--- config.mk ---
export PLATFORM = sky130hd
export DESIGN_NAME = rgb_frame_sender
export DESIGN_NICKNAME = d
export VERILOG_FILES = /design/src/rtl/rgb_frame_sender.sv
export SDC_FILE = /design/constraint.sdc
export NUM_CORES = 1
export LEC_CHECK = 0
export CORE_ASPECT_RATIO = 0.9
export CORE_MARGIN = 3
export CORE_UTILIZATION = 56
export CTS_CLUSTER_SIZE = 8
export DETAILED_ROUTE_END_ITERATION = 8
export GPL_ROUTABILITY_DRIVEN = 0
export PLACE_DENSITY = 0.86
export SETUP_SLACK_MARGIN = 0.4
export SYNTH_ARGS = -nofsm -noshare
export SYNTH_HDL_FRONTEND = slang
export SYNTH_SLANG_ARGS = --single-unit
--- constraint.sdc ---
create_clock -name i_clk -period 6.64 [get_ports i_clk]
set_input_delay 1.328 -clock i_clk [delete_from_list [all_inputs] [get_ports i_clk]]
set_output_delay 1.328 -clock i_clk [all_outputs]
set_load 0.005 [all_outputs]
--- src/rtl/rgb_frame_sender.sv ---
// ---------------------------------------------------------------------------
// rgb_frame_sender
//   Reads one IMG_W x IMG_H frame of 24-bit RGB pixels in raster order from a
//   synchronous-read pixel memory and streams it to the filter input over a
//   busy/vld handshake. A 2-entry output buffer with credit-based read issue
//   sustains one pixel per cycle and never drops a pixel under back-pressure.
//
// Ports
//   i_clk       clock, rising edge
//   i_rst       asynchronous active-low reset (release synchronised to i_clk)
//   i_start     one-cycle frame start request, only honoured in IDLE
//   o_active    high while a frame is being fetched or drained
//   o_done      one-cycle pulse after the final pixel has transferred
//   o_mem_rd    pixel memory read enable
//   o_mem_addr  linear pixel address y*IMG_W+x
//   i_mem_data  read data, valid the cycle after o_mem_rd
//   o_rgb_vld   pixel valid toward the filter
//   o_rgb_data  pixel {R,G,B}, zero whenever o_rgb_vld is low
//   i_rgb_busy  consumer busy; a pixel moves when vld=1 and busy=0
// ---------------------------------------------------------------------------
module rgb_frame_sender #(
  parameter int IMG_W  = 256,
  parameter int IMG_H  = 256,
  parameter int ADDR_W = 16
) (
  input  logic              i_clk,
  input  logic              i_rst,
  input  logic              i_start,
  output logic              o_active,
  output logic              o_done,
  output logic              o_mem_rd,
  output logic [ADDR_W-1:0] o_mem_addr,
  input  logic [23:0]       i_mem_data,
  output logic              o_rgb_vld,
  output logic [23:0]       o_rgb_data,
  input  logic              i_rgb_busy
);

  localparam int                DATA_W    = 24;
  localparam logic [ADDR_W-1:0] LAST_ADDR = ADDR_W'(IMG_W * IMG_H - 1);

  typedef enum logic [1:0] {
    IDLE  = 2'd0,
    FETCH = 2'd1,
    DRAIN = 2'd2,
    DONE  = 2'd3
  } state_t;

  // Reset assertion is immediate; release is delayed by two clock edges so
  // every flop leaves reset on the same edge.
  logic [1:0] rst_sync;
  logic       rst_n;

  always_ff @(posedge i_clk or negedge i_rst) begin
    if (!i_rst) rst_sync <= 2'b00;
    else        rst_sync <= {rst_sync[0], 1'b1};
  end

  assign rst_n = rst_sync[1];

  state_t              state, state_nxt;
  logic [ADDR_W-1:0]   rd_addr;
  logic                rd_p0;
  logic                vld_p1;
  logic [1:0]          occ_p2;
  logic [DATA_W-1:0]   head_p2, tail_p2;
  logic                pop;
  logic [2:0]          occ_after;

  assign pop = (occ_p2 != 2'd0) && !i_rgb_busy;

  // Occupancy as it will stand after this edge: the in-flight read lands,
  // and a transfer this cycle frees its slot. Reads are issued against it.
  assign occ_after = {1'b0, occ_p2} + {2'b00, vld_p1} - {2'b00, pop};

  always_comb begin
    state_nxt = state;
    rd_p0     = 1'b0;
    case (state)
      IDLE: begin
        if (i_start) state_nxt = FETCH;
      end
      FETCH: begin
        rd_p0 = (occ_after < 3'd2);
        if (rd_p0 && (rd_addr == LAST_ADDR)) state_nxt = DRAIN;
      end
      DRAIN: begin
        if (occ_after == 3'd0) state_nxt = DONE;
      end
      DONE: begin
        state_nxt = IDLE;
      end
      default: begin
        state_nxt = IDLE;
      end
    endcase
  end

  // Stage p0: read issue and address generation
  always_ff @(posedge i_clk or negedge rst_n) begin
    if (!rst_n) begin
      state   <= IDLE;
      rd_addr <= '0;
    end else begin
      state <= state_nxt;
      if ((state == IDLE) && i_start) begin
        rd_addr <= '0;
      end else if (rd_p0 && (rd_addr != LAST_ADDR)) begin
        rd_addr <= rd_addr + 1'b1;
      end
    end
  end

  // Stage p1: memory data returning this cycle
  always_ff @(posedge i_clk or negedge rst_n) begin
    if (!rst_n) vld_p1 <= 1'b0;
    else        vld_p1 <= rd_p0;
  end

  // Stage p2: 2-entry output buffer, head drives the pixel port
  always_ff @(posedge i_clk or negedge rst_n) begin
    if (!rst_n) begin
      occ_p2  <= 2'd0;
      head_p2 <= '0;
      tail_p2 <= '0;
    end else begin
      occ_p2 <= occ_after[1:0];
      case ({vld_p1, pop})
        2'b10: begin
          if (occ_p2 == 2'd0) head_p2 <= i_mem_data;
          else                tail_p2 <= i_mem_data;
        end
        2'b01: begin
          head_p2 <= tail_p2;
          tail_p2 <= '0;
        end
        2'b11: begin
          if (occ_p2 == 2'd1) begin
            head_p2 <= i_mem_data;
          end else begin
            head_p2 <= tail_p2;
            tail_p2 <= i_mem_data;
          end
        end
        default: begin
        end
      endcase
    end
  end

  assign o_rgb_vld  = (occ_p2 != 2'd0);
  assign o_rgb_data = o_rgb_vld ? head_p2 : '0;
  assign o_mem_rd   = rd_p0;
  assign o_mem_addr = rd_addr;
  assign o_active   = (state == FETCH) || (state == DRAIN);
  assign o_done     = (state == DONE);

endmodule

==> metrics.txt, run 1 <==
vias in the first global route=2770; Clock Skew=between 10 and 15 ps; DRC viols=0; htree depth=3; share of layout cells above drive strength 1=0.0792; M2 GR Usage=0.358; Cell Rows=27; drt pass-1 iters=5; Worst-Skew Late Latency=340 ps; vias per cell=between 5 and 6; setup slack, reg-to-reg=3490 ps; multiplexer share of the synthesized area=0.0707; placed cells=around 500; R2R cell count=10; met1 Usage GRT=0.303; Seq/Total Area, Yosys=0.492; CTS Buffer Depth=2; CTS tree=done; worst setup margin=1350 ps; synth unique cells=49; Synth Area in Adders=0.0298; CTS hold repair buffers=0; final WL=roughly 8000 microns; Die W=90.6 microns; r2r endpoint=o_mem_addr[7]$_DFFE_PN0P_; critical path arrival=slightly below 4000 ps; Final Critical Period=between 5000 and 6000 ps; Crit path required time=about 5300 ps; # nets final=473; largest net degree at the start of global routing=70; Initial DRC Count=~180; Util after Layout=0.741; setup slack at placement=1350 ps; HP Class=reg2reg; status=finished clean; Syn Area/Cell=9.65 sq um; startpoint types=input port; grt total ovfl=0; Reg clk slew, reported paths=approximately 70 ps; Simple-Gate Fraction of Synth Area=0.257; Yosys top cell area share=0.492; post-synthesis instance total=374; Post-DP HPWL=5230 microns; Final setup viols=0; PD cells=427 mW/mm^2; Cell Count, Final, Fillers Out=529; setup bufs post-CTS=0; P&R area growth vs syn=26.9%; main flop type after synthesis=dfrtp_1; DR WL/cell=15.0 microns; Post-synth ARST share=1.00; via count=2895; VDD IR-drop max=between 0.3 and 0.4 mV; Vert. Die Dim=82.2 microns; Hold WS=359 ps; fin crit share=0.797; worst slew pin tran=1130 ps; root buffer cell=clkbuf_8; maxcap violations=0; TNS Setup=0 ps; Worst setup endpoint=o_mem_rd; GRT Total Usage=0.222; number of port buffers=71; CTS Buf Count=9; Core ar.=0.00618 sq mm; Initial Util=0.584; CTS sink cnt=71; main combinational cell family by area after synthesis=simple AND/OR/NAND/NOR gates; first-pass GRT wire length=approximately 13000 microns; Yosys Warn Count=0; Post-Syn Nets=410; Synth Area in Compound Gates=0.0790; Hold Vio Cnt, Final=0; Crit. Startpoint=i_rgb_busy; CP Class=in2out; Mapped Area=roughly 0.0036 sq mm; Antenna Nets Post-Route=0; top cells by area, synth=dfrtp_1 (49%), nand2_1 (8.6%), mux2i_1 (6.7%), nand3_1 (4.7%), and2_1 (4.3%); Max Slew Vio Count=0; gr busiest metal=met2; Crit. End Element=output port; cell taking the most area after synthesis=dfrtp_1; unrepaired setup endpoints after global routing=false; die area=roughly 0.0074 sq mm; Diodes inserted=0; reg2reg start=occ_p2[1]$_DFF_PN0_; FF+latch count, synth=71; post-CTS sizing=0; Rel. slew slack=0.244; EDFF count, synth=0; Max FO, Critical Path=7; IO Pins=72; Fmax=189 MHz; xor-xnor portion of the synthesized cell area=0.0343; leakage dissipation=~2.1 nW; antenna violations before repair=0; met3 Use GR=0.0380
==> registers in the layout, indices dropped and copies added (netlist names) <==
| name | cells |
|---|---|
| tail_p2 | 24 |
| state | 2 |
| occ_p2 | 2 |
| rst_sync | 2 |
| vld_p1 | 1 |
| o_mem_addr | 16 |
| head_p2 | 24 |
==> worst min path at each step <==
| stage | startpoint | endpoint | slack (ps) | cells after the start |
|---|---|---|---|---|
| 6_report | rst_sync[0]$_DFF_PN0_ | rst_sync[1]$_DFF_PN0_ | 360 | 0 |
| 5_1_grt | rst_sync[0]$_DFF_PN0_ | rst_sync[1]$_DFF_PN0_ | 370 | 0 |
| 4_1_cts | rst_sync[0]$_DFF_PN0_ | rst_sync[1]$_DFF_PN0_ | 360 | 0 |
| 3_5_place_dp | rst_sync[0]$_DFF_PN0_ | rst_sync[1]$_DFF_PN0_ | 350 | 0 |
| 3_3_place_gp | rst_sync[0]$_DFF_PN0_ | rst_sync[1]$_DFF_PN0_ | 340 | 0 |
| 2_1_floorplan | rst_sync[0]$_DFF_PN0_ | rst_sync[1]$_DFF_PN0_ | 330 | 0 |
==> cells by family after synthesis <==
logic type,count (synthesis)
AO/OA/AOI/OAI,46
XOR/XNOR,12
adder cells (fa/ha/maj),8
buffers and inverters,26
flip-flops,71
multiplexers,25
other,1
AND/OR/NAND/NOR,185
==> layout make-up <==
class                           count  area [sq um]
Multi-Input combinational cell    277          1720
Inverter                            5          18.8
Sequential cell                    71          1780
Timing Repair Buffer               73           726
Fill cell                         432          1600
Clock buffer                       10           138
Tap cell                           87           109
Clock inverter                      6          91.3
==> cell usage after synthesis (2+ instances only) <==
cell,number
inv_1,4
o21ai_1,5
xor2_1,11
nor3_1,4
dfrtp_1,71
mux2i_1,24
ha_1,7
clkbuf_1,8
and2_1,25
o21ai_0,24
o211ai_1,3
a21oi_1,4
nand3_1,34
nand2_1,83
nand3_2,2
buf_4,2
and4_1,2
buf_6,2
buf_2,9
or3_1,4
nand4_1,4
nor2_1,14
nor2b_1,2
==> where the power goes <==
group	total (mW)	switching (mW)	leakage (nW)	internal, mW
combinational	0.879	0.462	1.09	0.417
clock	0.393	0.169	0.117	0.224
sequential	0.682	0.0950	0.911	0.587
total	1.95	0.726	2.12	1.23
==> routing by layer <==
| layer | part of all wire | wire length, microns | vias up |
|---|---|---|---|
| met3 | 0.041 | 323 | 13 |
| li1 | - | - | 1388 |
| met2 | 0.48 | 3840 | 83 |
| met5 | 0 | 0 | - |
| met4 | 0.020 | 159 | 0 |
| met1 | 0.46 | 3620 | 1411 |
==> worst max-delay path: stages <==
cell and delay, ps:
clkdlybuf4s50_1 500, or3_1 400, nand2_1 80, ha_1 160, fa_1 480, nand2b_2 310
nor2_8 170, clkdlybuf4s50_1 520
==> cell usage in the layout, fill, tap and decap left out, drive strengths merged, types with 2 or more instances in the layout <==
cell           netlist  routed
nand4                4       4
or2                  2       2
and2                25      25
nor2                15      15
buf                 13       2
nor2b                2       2
clkdlybuf4s50        0      71
clkinv               0       3
or3                  4       4
o21ai               31      31
ha                   7       7
nor3                 4       4
xor2                11      11
inv                  5       6
a21oi                5       5
nand2               83      83
and4                 3       3
nor4                 3       3
mux2i               24      24
dfrtp               71      71
clkbuf               8      10
nand3               36      36
bufinv               0       2
o211ai               3       3
==> through the flow <==
stage               total power, mW  cell area (sq um)
finish                         1.95               4580
global route                   2.10               4580
CTS                            1.97               4580
detailed placement             1.57               4350
global placement               1.53               4350
floorplan                      1.25               3610
No activity file was read; power rests on OpenSTA's default activity.
==> run 2, diff against run 1 <==
--- a/config.mk
+++ b/config.mk
@@ -7,11 +7,11 @@
 export LEC_CHECK = 0
 export CORE_ASPECT_RATIO = 0.9
 export CORE_MARGIN = 3
-export CORE_UTILIZATION = 56
+export CORE_UTILIZATION = 47
 export CTS_CLUSTER_SIZE = 8
 export DETAILED_ROUTE_END_ITERATION = 8
 export GPL_ROUTABILITY_DRIVEN = 0
-export PLACE_DENSITY = 0.86
+export PLACE_DENSITY = 0.77
 export SETUP_SLACK_MARGIN = 0.4
 export SYNTH_ARGS = -nofsm -noshare
 export SYNTH_HDL_FRONTEND = slang
==> constraint.sdc (replaced) <==
create_clock -name i_clk -period 4.8 [get_ports i_clk]
set_input_delay 0.96 -clock i_clk [delete_from_list [all_inputs] [get_ports i_clk]]
set_output_delay 0.96 -clock i_clk [all_outputs]
set_load 0.005 [all_outputs]
==> run 2 against run 1 <==
Compared with the run above: register-to-register slack lost 1700 ps; count of clock-buffer cells in the layout is the same; setup slack lost 730 ps; non-clock buffer count shrank 1; flip-flop and latch count is the same; clock skew shrank 3.5 ps; final cell count grew 0.95%; worst hold slack is essentially flat; first-iteration DRC count shrank 14%; critical path type unchanged.
==> metrics.txt, run 2 (synthesized netlist as in run 1, its figures left out) <==
Core ar.=0.00726 sq mm (was 0.00618 sq mm); number of port buffers=71 (unchanged); Buffers & Inverters on Critical Path=2 (unchanged); Post-DP HPWL=5380 microns (was 5230 microns); CP top delay family=buffers and inverters (unchanged); root buffer cell=clkbuf_8 (unchanged); P&R area growth vs syn=27.4% (was 26.9%); Die W=98.4 microns (was 90.6 microns); PD cells=587 mW/mm^2 (was 427 mW/mm^2); final WL=7980 microns (was 7940 microns); r2r endpoint=state[1]$_DFFE_PN0P_ (was o_mem_addr[7]$_DFFE_PN0P_); antenna violations before repair=0 (unchanged); VDD IR-drop max=0.310 mV (was 0.306 mV); setup slack, reg-to-reg=1800 ps (was 3490 ps); Clock Skew=9.27 ps (was 12.8 ps); vias in the first global route=2760 (was 2770); Antenna Nets Post-Route=0 (unchanged); met2 WL=3850 microns (was 3840 microns); largest net degree at the start of global routing=70 (unchanged); Diodes inserted=0 (unchanged); Initial DRC Count=158 (was 183); Final Critical Period=4180 ps; Crit. End Element=output port (unchanged); CTS sink cnt=71 (unchanged); worst-path cell chain=dlygate4sd2_1 -> or3_4 -> nand2_1 -> ha_1 -> fa_1 -> nand2b_4 -> nor2_8 -> clkdlybuf4s50_1 (was clkdlybuf4s50_1 -> or3_1 -> nand2_1 -> ha_1 -> fa_1 -> nand2b_2 -> nor2_8 -> clkdlybuf4s50_1); grt total ovfl=0 (unchanged); TNS Setup=0 ps (unchanged); unrepaired setup endpoints after global routing=false (unchanged); Crit-path slowest cell=clkdlybuf4s50_1 (unchanged); die area=0.00877 sq mm (was 0.00745 sq mm); Crit path required time=3840 ps (was 5310 ps); CTS Buffer Depth=2 (unchanged); setup bufs post-CTS=0 (unchanged); Fmax=239 MHz; Final setup viols=0 (unchanged); Initial Util=0.498 (was 0.584); # nets final=472 (was 473); Final Instance Area=0.00460 sq mm (was 0.00458 sq mm); Rel. slew slack=0.236 (was 0.244); vias per cell=5.30 (was 5.47); IO Pins=72 (unchanged); worst hold path depth=0 (unchanged); HP Class=reg2reg (unchanged); drt pass-1 iters=4 (was 5); startpoint types=input port (unchanged); leakage dissipation=2.12 nW (about the same); Min-Delay Startpoint=rst_sync[0]$_DFF_PN0_ (unchanged); WP depth=8 (unchanged); first-pass GRT wire length=13200 microns (about the same); Reg clk slew, reported paths=70 ps (about the same); DR WL/cell=14.9 microns (was 15.0 microns); CTS Buf Count=9 (unchanged); Top Layer Used=met4 (unchanged); share of layout cells above drive strength 1=0.0794 (was 0.0792); routed length on met1=3760 microns (was 3620 microns); Cell Rows=29 (was 27); most frequent cells in the layout=nand2_1 (83), dfrtp_1 (70), clkdlybuf4s50_1 (70) (was nand2_1 (83), clkdlybuf4s50_1 (71), dfrtp_1 (70)); biggest cell delay along the critical path=530 ps (was 520 ps); Placed Area=0.00436 sq mm (was 0.00435 sq mm); maxcap violations=0 (unchanged); critical path arrival=3220 ps (was 3960 ps); Hold WS=359 ps (about the same); met3 WL=280 microns (was 323 microns); Worst-Skew Late Latency=340 ps (about the same); reg2reg start=occ_p2[1]$_DFF_PN0_ (unchanged); worst slew pin tran=1150 ps (was 1130 ps); Max Slew Vio Count=0 (unchanged); via count=2832 (was 2895); CTS hold repair buffers=0 (unchanged); Vert. Die Dim=89.2 microns (was 82.2 microns); GRT Total Usage=0.189 (was 0.222); Max FO, Critical Path=7 (unchanged); R2R cell count=9 (was 10); htree depth=3 (unchanged); commonest non-fill, non-tap cell in the layout=nand2_1 (unchanged); status=finished clean (unchanged); DRC viols=0 (unchanged); CTS tree=done (unchanged); CP Class=in2out (unchanged); Hold Vio Cnt, Final=0 (unchanged); fin crit share=0.870; WHS Endpoint=rst_sync[1]$_DFF_PN0_ (unchanged)
==> run 2: how the worst max path moves through the flow <==
stage                          end       start
after global routing      o_mem_rd  i_rgb_busy
final                     o_mem_rd  i_rgb_busy
after CTS                 o_mem_rd  i_rgb_busy
after detailed placement  o_mem_rd  i_rgb_busy
after global placement    o_mem_rd  i_rgb_busy
after floorplan           o_mem_rd  i_rgb_busy
==> run 2: area by class of cell <==
class | instances | area, sq um
timing repair buffer | 72 | 717
clock inverter | 6 | 93.8
sequential | 71 | 1780
fill | 611 | 2660
clock buffer | 10 | 138
inverter | 5 | 18.8
tap | 93 | 116
multi-input combinational | 277 | 1740
==> run 2: through the flow <==
stage	total power [mW]	setup slack, ps	util	instances
global route	2.90	552	0.634	534
global placement	2.12	359	0.601	518
finish	2.70	623	0.634	534
detailed placement	2.17	256	0.601	518
CTS	2.73	612	0.634	534
floorplan	1.73	1440	-	374
==> run 2: what timing repair did <==
action                                  in CTS  in global routing
endpoints found under the setup margin       1                  0
resized for setup                            3                  0
hold endpoints to repair                     0                  0
==> run 2: per-layer routing <==
metal | track usage | vias up
met4 | 0.0844 | 0
met2 | 0.309 | 52
li1 | - | 1392
met3 | 0.0335 | 8
met1 | 0.251 | 1380
met5 | 0 | -
==> run 2: power by group <==
| part | internal [mW] | switching (mW) |
|---|---|---|
| sequential | 0.811 | 0.130 |
| combinational | 0.581 | 0.634 |
| clock | 0.309 | 0.232 |
| total | 1.70 | 0.997 |
==> run 3, diff against run 2 <==
--- a/config.mk
+++ b/config.mk
@@ -6,7 +6,6 @@
 export NUM_CORES = 1
 export LEC_CHECK = 0
 export CORE_ASPECT_RATIO = 0.9
-export CORE_MARGIN = 3
 export CORE_UTILIZATION = 47
 export CTS_CLUSTER_SIZE = 8
 export DETAILED_ROUTE_END_ITERATION = 8
==> run 3 against run 2 <==
Compared with the run above: final cell count up 0.19%; wire length is 0.74% lower; die area down 8.4%; maximum frequency grew 2.9%; via count up 0.81%; global-route usage rose by 2.9 points.
==> metrics.txt, run 3 (synthesized netlist as in run 1, its figures left out) <==
status=finished clean (unchanged); Max FO, Critical Path=7 (unchanged); Core ar.=0.00726 sq mm (unchanged); Final Critical Period=4060 ps (was 4180 ps); CP Class=reg2out (was in2out); VDD IR-drop max=0.367 mV (was 0.310 mV); post-CTS sizing=2 (was 3); CP top delay family=simple AND/OR/NAND/NOR gates (was buffers and inverters); IO Pins=72 (unchanged); root buffer cell=clkbuf_8 (unchanged); Crit path required time=3840 ps (about the same); CTS sink cnt=71 (unchanged); Max Slew Vio Count=0 (unchanged); PD cells=576 mW/mm^2 (was 587 mW/mm^2); GRT Total Usage=0.218 (was 0.189); DR WL/cell=14.8 microns (was 14.9 microns); CTS Buf Count=9 (unchanged); antenna violations before repair=0 (unchanged); Antenna Nets Post-Route=0 (unchanged); Cell Count, Final, Fillers Out=535 (was 534); drt pass-1 iters=4 (unchanged); DRC viols=0 (unchanged); fin crit share=0.846 (was 0.870); Crit-path slowest cell=dfrtp_1 (was clkdlybuf4s50_1); unrepaired setup endpoints after global routing=false (unchanged); Die W=94.4 microns (was 98.4 microns); TNS Setup=0 ps (unchanged); CTS hold repair buffers=0 (unchanged); Fmax=246 MHz (was 239 MHz); # nets final=473 (was 472); Util after Layout=0.629 (was 0.634); Vert. Die Dim=85.2 microns (was 89.2 microns); Hold Vio Cnt, Final=0 (unchanged); largest net degree at the start of global routing=70 (unchanged); Reg clk slew, reported paths=80 ps (was 70 ps); startpoint types=flop (was input port); Crit. End Element=output port (unchanged); Clock Skew=7.46 ps (was 9.27 ps); commonest non-fill, non-tap cell in the layout=nand2_1 (unchanged); Cell Rows=29 (unchanged); leakage dissipation=2.11 nW (was 2.12 nW); most frequent cells in the layout=nand2_1 (83), dfrtp_1 (70), clkdlybuf4s50_1 (70) (unchanged); die area=0.00804 sq mm (was 0.00877 sq mm); CTS Buffer Depth=2 (unchanged); worst-path cell chain=inv_1 -> or3_4 -> nand2_1 -> ha_1 -> fa_1 -> nand2b_4 -> nor2_8 -> clkdlybuf4s50_1 (was dlygate4sd2_1 -> or3_4 -> nand2_1 -> ha_1 -> fa_1 -> nand2b_4 -> nor2_8 -> clkdlybuf4s50_1); vias in the first global route=2850 (was 2760); Post-DP HPWL=5230 microns (was 5380 microns); Buffers & Inverters on Critical Path=2 (unchanged); maxcap violations=0 (unchanged); P&R area growth vs syn=26.5% (was 27.4%); first-pass GRT wire length=13600 microns (was 13200 microns); grt total ovfl=0 (unchanged); HP Class=reg2reg (unchanged); setup bufs post-CTS=0 (unchanged); vias per cell=5.34 (was 5.30); placed cells=519 (was 518); Rel. slew slack=0.209 (was 0.236); critical path arrival=3100 ps (was 3220 ps); final WL=7920 microns (was 7980 microns); Diodes inserted=0 (unchanged); biggest cell delay along the critical path=600 ps (was 530 ps); Final setup viols=0 (unchanged); Worst-Skew Late Latency=340 ps (about the same); worst slew pin tran=1180 ps (was 1150 ps); via count=2855 (was 2832); Initial Util=0.498 (unchanged); number of port buffers=71 (unchanged); CTS tree=done (unchanged); Initial DRC Count=131 (was 158); share of layout cells above drive strength 1=0.0814 (was 0.0794); Pwr Total=2.63 mW (was 2.70 mW); htree depth=3 (unchanged)
-- run 3: cell count changes in the layout (fill, tap and decap cells not counted) --
cell	before	now
clkinv_4	3	1
clkbuf_8	10	9
clkinvlp_4	1	2
clkinv_2	0	2
dlygate4sd2_1	1	0
bufinv_16	2	1
o21ai_2	0	1
buf_4	1	2
o21ai_4	3	2
inv_6	0	1
dlymetal6s2s_1	0	1
-- run 3: layout make-up --
type / count / area, sq um
Inverter: 5 / 18.8
Clock inverter: 7 / 72.6
Multi-Input combinational cell: 277 / 1730
Timing Repair Buffer: 73 / 728
Tap cell: 93 / 116
Clock buffer: 9 / 124
Fill cell: 596 / 2690
Sequential cell: 71 / 1780
-- run 3: worst paths after layout --
kind | start | end | slack, ps | cells after the start
worst max-delay path | occ_p2[1]$_DFF_PN0_ | o_mem_rd | 740 | 8
worst min-delay path | rst_sync[0]$_DFF_PN0_ | rst_sync[1]$_DFF_PN0_ | 360 | 0
worst max register to register | occ_p2[1]$_DFF_PN0_ | o_mem_addr[7]$_DFFE_PN0P_ | 1780 | 10
worst min register to register | rst_sync[0]$_DFF_PN0_ | rst_sync[1]$_DFF_PN0_ | 360 | 0
max in group asynchronous | rst_sync[1]$_DFF_PN0_ | o_mem_addr[8]$_DFFE_PN0P_ | 3760 | 1
min in group asynchronous | rst_sync[1]$_DFF_PN0_ | o_mem_addr[15]$_DFFE_PN0P_ | 450 | 1
-- run 3: layer usage --
layer,part of all wire,GRT usage,vias to the layer above
li1,-,-,1393
met5,0,0,-
met3,0.053,0.0529,15
met1,0.44,0.287,1368
met2,0.49,0.347,79
met4,0.017,0.0867,0
-- run 3: where the power goes --
part	switching, mW	total, mW	internal (mW)	leakage [nW]
clock network	0.234	0.475	0.241	0.0956
logic	0.631	1.22	0.584	1.10
registers	0.131	0.943	0.811	0.911
-- run 3: through the flow --
| stage | hold WS [ps] | worst slack, ps | instance area (sq um) |
|---|---|---|---|
| 2_1_floorplan | 331 | 1440 | 3610 |
| 3_3_place_gp | 340 | 362 | 4360 |
| 3_5_place_dp | 343 | 291 | 4360 |
| 4_1_cts | 361 | 403 | 4570 |
| 5_1_grt | 381 | 589 | 4570 |
| 6_report | 364 | 740 | 4570 |
